$ cat src/rtl/ucode_loader_if.sv
// rtl/ucode_loader_if.sv - host byte-stream handshake into the microcode loader
interface ucode_loader_if;
  logic       in_valid;
  logic [7:0] in_data;
  logic       in_ready;

  modport master (output in_valid, output in_data, input in_ready);
  modport slave  (input in_valid, input in_data, output in_ready);
endinterface

$ cat src/rtl/ucode_loader.sv
// rtl/ucode_loader.sv - framed byte-stream writer for the sequencer program RAM
module ucode_loader #(
  parameter int ADDR_W = 10,
  parameter int DEPTH  = 1024
) (
  input  logic              clk,
  input  logic              reset,
  ucode_loader_if.slave     host,
  output logic              prog_we,
  output logic [ADDR_W-1:0] prog_addr,
  output logic [31:0]       prog_d,
  output logic              core_reset,
  input  logic              core_done,
  output logic              run_done,
  output logic              error
);

  typedef enum logic [2:0] {LEN0, LEN1, DATA, CSUM, RUN, ERR} state_t;

  localparam logic [16:0] DEPTH_L = 17'(DEPTH);

  state_t          state, state_nxt;
  logic [7:0]      len_lo;
  logic [15:0]     last_idx;
  logic [ADDR_W:0] word_idx;
  logic [1:0]      byte_cnt;
  logic [23:0]     shreg;
  logic [7:0]      csum;

  logic        accept;
  logic [15:0] n_len;
  logic        len_bad;
  logic        word_last;
  logic [31:0] word_full;

  assign accept    = host.in_valid && host.in_ready;
  assign n_len     = {host.in_data, len_lo};
  assign len_bad   = (n_len == 16'd0) || ({1'b0, n_len} > DEPTH_L);
  assign word_last = (16'(word_idx) == last_idx);
  // Bytes arrive LSB first, so the final byte lands on top of the three held ones.
  assign word_full = {host.in_data, shreg};

  always_ff @(posedge clk) begin
    if (reset) state <= LEN0;
    else       state <= state_nxt;
  end

  always_comb begin
    state_nxt = state;
    case (state)
      LEN0: if (accept) state_nxt = LEN1;
      LEN1: if (accept) state_nxt = len_bad ? ERR : DATA;
      DATA: if (accept && byte_cnt == 2'd3 && word_last)
              state_nxt = (host.in_data[7:2] != 6'd0) ? ERR : CSUM;
      CSUM: if (accept) state_nxt = (host.in_data == csum) ? RUN : ERR;
      RUN:  if (core_done) state_nxt = LEN0;
      ERR:  state_nxt = ERR;
      default: state_nxt = LEN0;
    endcase
  end

  always_comb begin
    host.in_ready = 1'b1;
    core_reset    = 1'b1;
    error         = 1'b0;
    case (state)
      RUN: begin
        host.in_ready = 1'b0;
        core_reset    = 1'b0;
      end
      ERR: begin
        host.in_ready = 1'b0;
        error         = 1'b1;
      end
      default: ;
    endcase
  end

  always_ff @(posedge clk) begin
    if (reset) begin
      prog_we   <= 1'b0;
      prog_addr <= '0;
      prog_d    <= '0;
      run_done  <= 1'b0;
      len_lo    <= '0;
      last_idx  <= '0;
      word_idx  <= '0;
      byte_cnt  <= '0;
      shreg     <= '0;
      csum      <= '0;
    end else begin
      prog_we  <= 1'b0;
      run_done <= (state == RUN) && core_done;
      case (state)
        LEN0: if (accept) len_lo <= host.in_data;
        LEN1: if (accept) begin
          last_idx <= n_len - 16'd1;
          word_idx <= '0;
          byte_cnt <= '0;
          csum     <= '0;
        end
        DATA: if (accept) begin
          csum     <= csum ^ host.in_data;
          shreg    <= {host.in_data, shreg[23:8]};
          byte_cnt <= byte_cnt + 2'd1;
          if (byte_cnt == 2'd3) begin
            prog_we   <= 1'b1;
            prog_addr <= word_idx[ADDR_W-1:0];
            prog_d    <= word_full;
            word_idx  <= word_idx + 1'b1;
          end
        end
        default: ;
      endcase
    end
  end

endmodule

$ cat src/flat_wrapper.sv
// flat-port wrapper written by rule: the top's interface ports become plain ports
module ucode_loader_flat 
#(
  parameter int ADDR_W = 10,
  parameter int DEPTH  = 1024
)
  (clk, reset, prog_we, prog_addr, prog_d, core_reset, core_done, run_done, error, host_in_valid, host_in_data, host_in_ready);
  ucode_loader_if host_i ();
  input  logic clk;
  input  logic reset;
  output logic prog_we;
  output logic [ADDR_W-1:0] prog_addr;
  output logic [31:0] prog_d;
  output logic core_reset;
  input  logic core_done;
  output logic run_done;
  output logic error;
  input wire logic [$bits(host_i.in_valid)-1:0] host_in_valid;
  input wire logic [$bits(host_i.in_data)-1:0] host_in_data;
  output wire logic [$bits(host_i.in_ready)-1:0] host_in_ready;
  assign host_i.in_valid = host_in_valid;
  assign host_i.in_data = host_in_data;
  assign host_in_ready = host_i.in_ready;
  ucode_loader #(.ADDR_W(ADDR_W), .DEPTH(DEPTH)) u_core (.clk(clk), .reset(reset), .host(host_i), .prog_we(prog_we), .prog_addr(prog_addr), .prog_d(prog_d), .core_reset(core_reset), .core_done(core_done), .run_done(run_done), .error(error));
endmodule
$ cat config.mk
export PLATFORM = sky130hd
export DESIGN_NAME = ucode_loader_flat
export DESIGN_NICKNAME = d
export VERILOG_FILES = /design/src/rtl/ucode_loader_if.sv /design/src/rtl/ucode_loader.sv /design/src/flat_wrapper.sv
export SDC_FILE = /design/constraint.sdc
export NUM_CORES = 1
export LEC_CHECK = 0
export CORE_AREA = 5 5 77 149
export CTS_CLUSTER_DIAMETER = 30
export DETAILED_ROUTE_END_ITERATION = 16
export DIE_AREA = 0 0 82 154
export HOLD_SLACK_MARGIN = 0.12
export PLACE_DENSITY = 0.7
export REMOVE_ABC_BUFFERS = 1
export SYNTH_ARGS = -nofsm -noshare
export SYNTH_HDL_FRONTEND = slang
export SYNTH_SLANG_ARGS = --single-unit
$ cat constraint.sdc
create_clock -name clk -period 3.31 [get_ports clk]
set_clock_uncertainty 0.1 [all_clocks]
set_input_delay 0.662 -clock clk [delete_from_list [all_inputs] [get_ports clk]]
set_output_delay 0.662 -clock clk [all_outputs]
set_load 0.005 [all_outputs]
==> impl_results.md, run 1 <==
* Status: finished, final reports clean
* Worst Path Max Fanout at 13
* Clock Sinks at between 100 and 150
* Drt wl/cell at roughly 14 um
* Mapped cell area at between 4000 and 5000 um^2
* Crit path DAT at between 1.5 and 2 ns
* Total number of vias at roughly 4200
* Critical path type: reg2out
* CTS Buf Count at 17
* CP top delay family: flip-flops
* Initial Utilization at between 40% and 50%
* Worst Tran Pin Value at about 0.80 ns
* Ys async rst share at 0%
* Peak supply drop at between 300 and 400 uV
* CTS tree: done
* Yosys cell types at between 40 and 50
* Total grt overflow at 0
* Count of final setup violators at 0
* Top-area cell type share of the netlist area at about 48%
* Commonest cells post-synth: nand2_1 (158), dfxtp_1 (116), a21oi_1 (84)
* Pwr dens at around 550 nW/um^2
* Worst setup margin at 0.644 ns
* Area leader, netlist: dfxtp_1
* Fin util at 60.1%
* Die area at approximately 13000 um^2
* Post-CTS Hold Buffers at 0
* Antenna violations before repair at 0
* Max Cap Viol at 0
* IO Count at just under 60
* Filler Cells Inserted at about 960
* Commonest register cell after synthesis: dfxtp_1
* Endpoint class of the critical path: output port
* Port Buffers at 58
* RSZ-0062 raised after global routing: no
* Skew-Pair Late Insertion Delay at around 0.40 ns
* Synthesis warning total at 0
* Total power draw at 3.36 mW
* Drt pass-1 iters at 5
* Setup Buffers After CTS at 0
* Critical Path Start Type: register
* Count of flip-flops with a built-in enable after synthesis at 0
* Cells after synthesis at 600
* Maximum clock frequency at roughly 0.38 GHz
* Clock-pin slew on the worst setup and hold paths at about 0.05 ns
* CP cell instances: nand2b_1 > or2_2 > clkdlybuf4s50_1
* Final Max Tran Viols at 0
* First-pass GRT wire length at 18800 um
* Synthesis-to-finish area growth at 26.3%
* GRT Util Overall at a little under a fifth
* Mean area per synthesized cell at approximately 8.0 um^2
* Vias in the first global route at just under 4000
* Leakage at around 2.0 nW
* Detail Route Antenna Nets at 0
* N_diodes at 0
* Min Tclk post-route at roughly 2.7 ns
* Crit-path max cell delay at approximately 0.58 ns
* Largest net degree at the start of global routing at 61
* Final Hold Vio Count at 0
* Drt total wl at 11300 um
* Rows at 52
* Die Wd at around 82 um
* Worst endpoint required time at between 2 and 3 ns
* Clk buf depth at 2
* Synth area leaders: dfxtp_1 (48%), nand2_1 (12%), a21oi_1 (8.7%)
* Layout Nets at between 600 and 700
* Die H at between 150 and 200 um
* Root buffer cell: clkbuf_16
* Worst hold-check path type: reg2reg
* Slew HR at around 46%
* Cts repair resizes at 0
* HPWL Detailed at ~7900 um
* Pre-CTS WS at 0.434 ns
* Worst hold margin at approximately 0.35 ns
* Crit share post-route at approximately four fifths
* CP max-delay cell: dfxtp_1
* Sequential share of the synthesized area at roughly half
* Initial drt markers at 250
* Core Area at 10100 um^2
* # DRC at 0
* Global placer's final weighted congestion at 0.897
* #FFs+latches synth at roughly 120
* Count leader, synth: nand2_1
* Vias per cell at approximately 5.2
* H-tree depth at 4
* Layout cells sized above 1 at about 9.7%
* Post-Route Setup TNS at 0 ns
* Buf+Inv Stages, Crit Path at 1
-- metal layers --
layer	track usage, %	vias to the layer above	part of all wire (%)
met4	9.90	0	2.8
li1	-	2100	-
met1	21.1	1911	39
met2	32.9	115	54
met5	0	-	0
met3	4.57	25	3.9
-- metrics by stage --
stage | cells | instance area, um^2
2_1_floorplan | 555 | 4640
3_3_place_gp | 763 | 5530
3_5_place_dp | 763 | 5530
4_1_cts | 795 | 6100
5_1_grt | 795 | 6100
6_report | 795 | 6100
-- where the power goes --
part / switching, mW / leakage, nW / total, mW / internal, mW
combinational: 0.128 / 0.829 / 0.219 / 0.0902
clock: 0.635 / 0.268 / 1.70 / 1.07
sequential: 0.0221 / 0.937 / 1.44 / 1.42
total: 0.785 / 2.03 / 3.36 / 2.58
-- sequential cells by signal, indices dropped and copies added (netlist names), 2 cells and up --
register          cells
u_core.prog_d        32
u_core.prog_addr     10
u_core.state          3
u_core.csum           8
u_core.last_idx      16
u_core.word_idx      11
u_core.len_lo         8
u_core.byte_cnt       2
u_core.shreg         24
-- area by class of cell --
class / count / area [um^2] / share of cell area (%)
well taps: 135 / 169 / 2.77
flip-flops and latches: 116 / 2320 / 38.1
inverters: 4 / 15.0 / 0.246
clock buffers: 20 / 457 / 7.49
repair buffers: 73 / 716 / 11.7
clock inverters: 12 / 106 / 1.74
multi-input cells: 435 / 2310 / 37.9
-- final timing paths --
| check | from | end | slack, ns | cells past startpoint |
|---|---|---|---|---|
| max reg2reg | u_core.len_lo[0] | u_core.state[0] | 0.85 | 8 |
| max | u_core.state[1] | core_reset | 0.64 | 3 |
| min | u_core.prog_d[1] | u_core.prog_d[1] | 0.35 | 2 |
| min reg2reg | u_core.prog_d[1] | u_core.prog_d[1] | 0.35 | 2 |
-- placed cells by master, fill, tap and decap left out, types with 3 or more instances in the layout --
cell type        count
nand2_1            158
dfxtp_1            116
a21oi_1             84
clkdlybuf4s50_1     57
nor2_1              43
xnor2_1             25
clkbuf_16           17
a211oi_1            16
buf_4               14
o21ai_0             12
nand2b_1            10
xor2_1              10
nand3_1              8
nor2b_1              7
nor4_1               6
a22oi_1              5
and3_1               5
inv_1                4
or2_2                4
nor3_1               4
clkinv_2             4
clkinvlp_4           4
nand3b_1             3
nand4_1              3
ha_1                 3
-- cell families after synthesis --
family | count (synthesis) | share of synthesized area [%]
XOR/XNOR | 35 | 6.35
buffers and inverters | 49 | 4.15
AND/OR/NAND/NOR | 270 | 25.5
AO/OA/AOI/OAI | 126 | 14.9
multiplexers | 1 | 0.233
flip-flops | 116 | 48.1
adder cells (fa/ha/maj) | 3 | 0.778
-- worst reg2reg max path, stage by stage, from the launching register on --
cell and delay [ns]:
dfxtp_1 0.33, inv_1 0.09, ha_1 0.20, or4b_2 0.72, nor3_4 0.31, xnor2_1 0.19
nand3_1 0.12, a31oi_1 0.20, a211oi_1 0.07
Power figures use the tool's default switching activity.
==> inputs of run 2 (changes only) <==
clock period = 2.7 ns   (was 3.31 ns; I/O delays follow)
==> run 2 against run 1 <==
  * Global-route usage rose by 0.25 points
  * Sequential share of layout area decreased by 0.75 points
  * Cell area is 2.0% higher
  * Clock power rose by 31%
  * Count of clock-buffer cells in the layout rose by 3
  * Routed wire length increased by 0.77%
  * Combinational power up 26%
  * Non-clock buffer count grew 12
  * Critical endpoint unchanged
  * Largest power group unchanged
==> impl_results.md, run 2 (synthesized netlist as in run 1, its figures left out) <==
* Endpoint class of the critical path: output port
* Worst Hold Path EP: u_core.prog_d[5]
* Commonest non-fill, non-tap cells in the layout: nand2_1 (158), dfxtp_1 (116), a21oi_1 (84)
* Crit share post-route at a little over nine tenths
* Critical Path Start Type: register
* Peak supply drop at 459 uV
* N_diodes at 0
* CP cell instances: nand2b_1 > or2_2 > clkdlybuf4s50_1
* Commonest non-fill, non-tap cell in the layout: nand2_1
* P_sw at just over 0.9 mW
* Critical path type: reg2out
* Post-CTS Hold Buffers at 0
* Total grt overflow at 0
* Global routing met1 resource utilization at between 20% and 30%
* CP top delay family: flip-flops
* Filler Cells Inserted at a little over 900
* Final Hold Vio Count at 0
* GRT Util Overall at between 10% and 20%
* Die Wd at just over 80 um
* Port Buffers at 58
* Met3 Resource Use GR at 4.68%
* Area post-placement at about 5600 um^2
* Antenna violations before repair at 0
* Worst R2R End: u_core.state[0]
* Maximum clock frequency at between 0.3 and 0.4 GHz
* Clock Sinks at around 120
* H-tree depth at 4
* Largest net degree at the start of global routing at 64
* Worst hold-check path type: reg2reg
* Worst setup margin at ~0.13 ns
* Global placer's final weighted congestion at approximately 0.86
* Pwr dens at roughly 700 nW/um^2
* Clock-pin slew on the worst setup and hold paths at roughly 0.050 ns
* IO Count at 59
* Skew-Pair Late Insertion Delay at 0.40 ns
* Hold Startpoint: u_core.shreg[5]
* Worst Tran Pin Value at around 0.67 ns
* Worst Path Max Fanout at 13
* Fin util at around three fifths
* Final Max Tran Viols at 0
* Crit-path max cell delay at roughly 0.58 ns
* Worst endpoint required time at between 2 and 2.5 ns
* Drt total wl at 11400 um
* Comb pwr share at roughly 6.5%
* R2R cell count at 8
* Die area at roughly 13000 um^2
* Initial drt markers at between 200 and 300
* Layout cells sized above 1 at about 11%
* Drt pass-1 iters at 4
* Leakage at about 2.1 nW
* Die H at 154 um
* Max reg flops at 32
* Layout Nets at roughly 670
* Status: finished, final reports clean
* Total number of vias at roughly 4200
* Reg2Reg Setup Slack at approximately 0.28 ns
* Max Cap Viol at 0
* Min Tclk post-route at around 2.6 ns
* Setup Buffers After CTS at 0
* Core Area at 10100 um^2
* Int Pwr at 3.36 mW
* Largest regs: u_core.prog_d x32, u_core.shreg x24, u_core.last_idx x16
* WHS Path Cells at 2
* Inst Count DP at around 780
* # DRC at 0
* CP max-delay cell: dfxtp_1
* Buf+Inv Stages, Crit Path at 1
* Met2 Resource Use GR at around a third
* Flop pwr share at 41.4%
* Synthesis-to-finish area growth at 28.8%
* Drt wl/cell at between 10 and 15 um
* Count of final setup violators at 0
* Vias in the first global route at between 4000 and 5000
* Clk buf depth at 2
* HPWL Detailed at a little over 8000 um
* Sw Ratio at 21.5%
* Busiest grt layer: met2
* Root buffer cell: clkbuf_16
* Pre-CTS WS at -0.00222 ns
* Reg with most FFs: u_core.prog_d
* Final non-filler cell total at between 800 and 900
* CTS Buf Count at 17
* Slew HR at ~55%
* Crit path DAT at 1.93 ns
* Rows at 52
* First-pass GRT wire length at between 15000 and 20000 um
* Cts repair resizes at 0
* CTS tree: done
* R2R Path Start: u_core.len_lo[0]
* RSZ-0062 raised after global routing: no
* Vias per cell at 5.25
* Final Instance Area at 6220 um^2
* Clock power share at between 50% and 60%
* Total power draw at 4.28 mW
* Initial Utilization at between 40% and 50%
* Detail Route Antenna Nets at 0
run 2: changes by cell type in the layout (fill, tap and decap cells not counted):
cell,change
clkinv_4,-2
bufinv_16,+2
clkinv_2,-1
clkinvlp_4,-1
inv_6,-1
clkbuf_1,+3
buf_4,+12
run 2: cell type report:
cell class / count / area, um^2 / area share (%)
clock inverters: 9 / 128 / 2.05
inverters: 4 / 15.0 / 0.241
well taps: 135 / 169 / 2.72
clock buffers: 23 / 468 / 7.52
multi-input cells: 435 / 2310 / 37.2
repair buffers: 85 / 806 / 13.0
flip-flops and latches: 116 / 2320 / 37.3
run 2: power by group through the flow:
stage                     sequential, mW  combinational [mW]  clock (mW)
final                               1.77               0.276        2.23
after global routing                1.77               0.303        2.36
after global placement              1.80               0.269           0
after CTS                           1.77               0.277        2.27
after floorplan                     1.80               0.153           0
after detailed placement            1.81               0.275           0
run 2: through the flow:
step                      hold slack [ns]  setup TNS [ns]
final                               0.348               0
after global placement              0.341               0
after floorplan                     0.326          -29.74
after detailed placement            0.347        -0.00229
after global routing                0.359               0
after CTS                           0.352               0
run 2: worst max-delay path by stage:
| stage | from | end | slack [ns] | cells past startpoint |
|---|---|---|---|---|
| after detailed placement | host_in_data[0] | u_core.last_idx[13] | -0.002 | 6 |
| after global routing | u_core.state[2] | core_reset | 0.01 | 3 |
| after global placement | host_in_data[0] | u_core.last_idx[13] | 0.03 | 6 |
| after floorplan | host_in_valid | u_core.word_idx[0] | -0.93 | 5 |
| final | u_core.state[1] | core_reset | 0.13 | 3 |
| after CTS | u_core.state[1] | core_reset | 0.13 | 3 |
run 2: layer usage:
layer	part of all wire, %	routed length (um)
met1	38	4350
met2	53	6050
met3	3.8	438
met4	5.2	593
met5	0	0
run 2: worst reg2reg max path: stages (launching register included):
cell	delay, ns
dfxtp_1	0.33
inv_1	0.09
ha_1	0.20
or4b_2	0.73
nor3_4	0.29
xnor2_1	0.18
nand3_1	0.11
a31oi_1	0.18
a211oi_1	0.07
==> inputs of run 3 (changes only) <==
CORE_AREA = 5 5 88 130   (was 5 5 77 149)
DIE_AREA = 0 0 93 135   (was 0 0 82 154)
==> run 3 against run 2 <==
  * Flip-flop and latch count is the same
  * Routed wire length shrank 2.3%
  * Utilization shrank 0.094 points
  * Non-clock buffer count shrank 2
  * Cell count shrank 2.7%
  * Cell area shrank 0.30%
  * Largest power group unchanged
==> impl_results.md, run 3 (synthesized netlist as in run 1, its figures left out) <==
* Setup Buffers After CTS at 0
* Vias per cell at approximately 5.3
* Core Area at 10100 um^2
* Filler Cells Inserted at 887
* Clock Sinks at about 120
* Drt wl/cell at about 14 um
* Initial Utilization at between 40% and 50%
* Total number of vias at ~4200
* Reg2Reg Setup Slack at between 0.2 and 0.3 ns
* Critical Path Start Type: register
* Die Wd at ~93 um
* Post-Route Setup TNS at 0 ns
* Slew HR at between 60% and 70%
* First-pass GRT wire length at 18700 um
* Leakage at roughly 2.1 nW
* Crit share post-route at a little over nine tenths
* Port Buffers at 58
* Total power draw at approximately 4.3 mW
* Drt pass-1 iters at 4
* HPWL Detailed at ~7700 um
* R2R Path Start: u_core.len_lo[0]
* Worst hold-check path type: reg2reg
* Layout Nets at roughly 670
* Worst Setup SP: u_core.state[2]
* Worst Tran Pin Value at ~0.48 ns
* Clk buf depth at 2
* RSZ-0062 raised after global routing: no
* Peak supply drop at 478 uV
* Worst R2R End: u_core.state[0]
* Int Pwr at 3.34 mW
* CTS Buf Count at 17
* Critical path type: reg2out
* H-tree depth at 4
* Rows at 45
* Largest net degree at the start of global routing at 44
* CTS tree: done
* Worst endpoint required time at a little over 2 ns
* P_sw at 0.924 mW
* Antenna violations before repair at 0
* GRT Util Overall at a little under a fifth
* Commonest non-fill, non-tap cell in the layout: nand2_1
* Vias in the first global route at around 4000
* Commonest non-fill, non-tap cells in the layout: nand2_1 (158), dfxtp_1 (116), a21oi_1 (84)
* Layout cells sized above 1 at a little over a tenth
* Skew-Pair Late Insertion Delay at around 0.4 ns
* Final Hold Vio Count at 0
* Min Tclk post-route at around 2.5 ns
* Final Max Tran Viols at 0
* Max reg flops at 32
* Reg with most FFs: u_core.prog_d
* Largest regs: u_core.prog_d x32, u_core.shreg x24, u_core.last_idx x16
* Max Cap Viol at 0
* Initial drt markers at 263
* Cts repair resizes at 0
* Die area at between 10000 and 15000 um^2
* Sw Ratio at a little over a fifth
* R2R cell count at 8
* Total grt overflow at 0
* CP Capture Point: core_reset
* Clock-pin slew on the worst setup and hold paths at roughly 0.05 ns
* Maximum clock frequency at between 0.3 and 0.4 GHz
* Status: finished, final reports clean
* Detail Route Antenna Nets at 0
* Drt total wl at 11200 um
* Clock power share at between 50% and 60%
* Die H at ~140 um
* Endpoint class of the critical path: output port
* Pwr dens at just under 700 nW/um^2
* N_diodes at 0
* Flop pwr share at between 40% and 50%
* Global placer's final weighted congestion at 0.910
* Count of final setup violators at 0
* Worst Path Max Fanout at 11
* Crit path DAT at 1.91 ns
* IO Count at 59
* Comb pwr share at about 6.6%
* # DRC at 0
* Post-CTS Hold Buffers at 0
* Root buffer cell: clkbuf_16
* Synthesis-to-finish area growth at 28.5%
run 3: changes by cell type in the layout (fill, tap and decap cells not counted):
cell | before | now
buf_4 | 26 | 22
buf_12 | 2 | 4
clkbuf_1 | 4 | 1
clkinv_2 | 3 | 4
run 3: per-layer routing:
metal / vias to the layer above / GRT usage, % / routed length, um
met2: 122 / 32.0 / 5790
li1: 2114 / - / -
met3: 17 / 5.18 / 585
met5: - / 0 / 0
met4: 0 / 6.93 / 191
met1: 1944 / 22.0 / 4600
run 3: critical path, stage by stage (launching register included):
cell,delay [ns]
dfxtp_1,0.52
nand2b_1,0.20
or2_2,0.33
clkdlybuf4s50_1,0.45
run 3: power by group through the flow:
stage	Sequential [mW]	Combinational, mW	Clock (mW)
floorplan	1.80	0.153	0
global placement	1.80	0.275	0
finish	1.77	0.282	2.22
CTS	1.77	0.283	2.25
global route	1.77	0.310	2.35
detailed placement	1.80	0.280	0
run 3: layout make-up:
| class | instances | area [um^2] | area share (%) |
|---|---|---|---|
| clock buffers | 20 | 457 | 7.36 |
| clock inverters | 10 | 133 | 2.14 |
| inverters | 4 | 15.0 | 0.242 |
| multi-input cells | 435 | 2310 | 37.3 |
| flip-flops and latches | 116 | 2320 | 37.4 |
| well taps | 117 | 146 | 2.36 |
| repair buffers | 83 | 816 | 13.2 |
run 3: worst min path at each step:
stage                              startpoint             endpoint  slack, ns  cells after the start
after floorplan               u_core.shreg[0]     u_core.prog_d[0]       0.33                      2
after global placement        u_core.shreg[4]     u_core.prog_d[4]       0.34                      2
after detailed placement      u_core.shreg[3]      u_core.shreg[3]       0.35                      2
after CTS                     u_core.shreg[3]      u_core.shreg[3]       0.35                      2
after global routing      u_core.prog_addr[8]  u_core.prog_addr[8]       0.37                      2
final                        u_core.prog_d[2]     u_core.prog_d[2]       0.35                      2
run 3: metrics by stage:
| step | hold WS, ns | setup WS (ns) | cell area (um^2) | instances | utilization (%) |
|---|---|---|---|---|---|
| floorplan | 0.326 | -0.929 | 4640 | 555 | - |
| global placement | 0.341 | 0.0219 | 5610 | 755 | 55.4 |
| detailed placement | 0.347 | -0.0405 | 5610 | 755 | 55.4 |
| CTS | 0.354 | 0.149 | 6200 | 785 | 61.2 |
| global route | 0.366 | 0.0396 | 6200 | 785 | 61.2 |
| finish | 0.351 | 0.151 | 6200 | 785 | 61.2 |
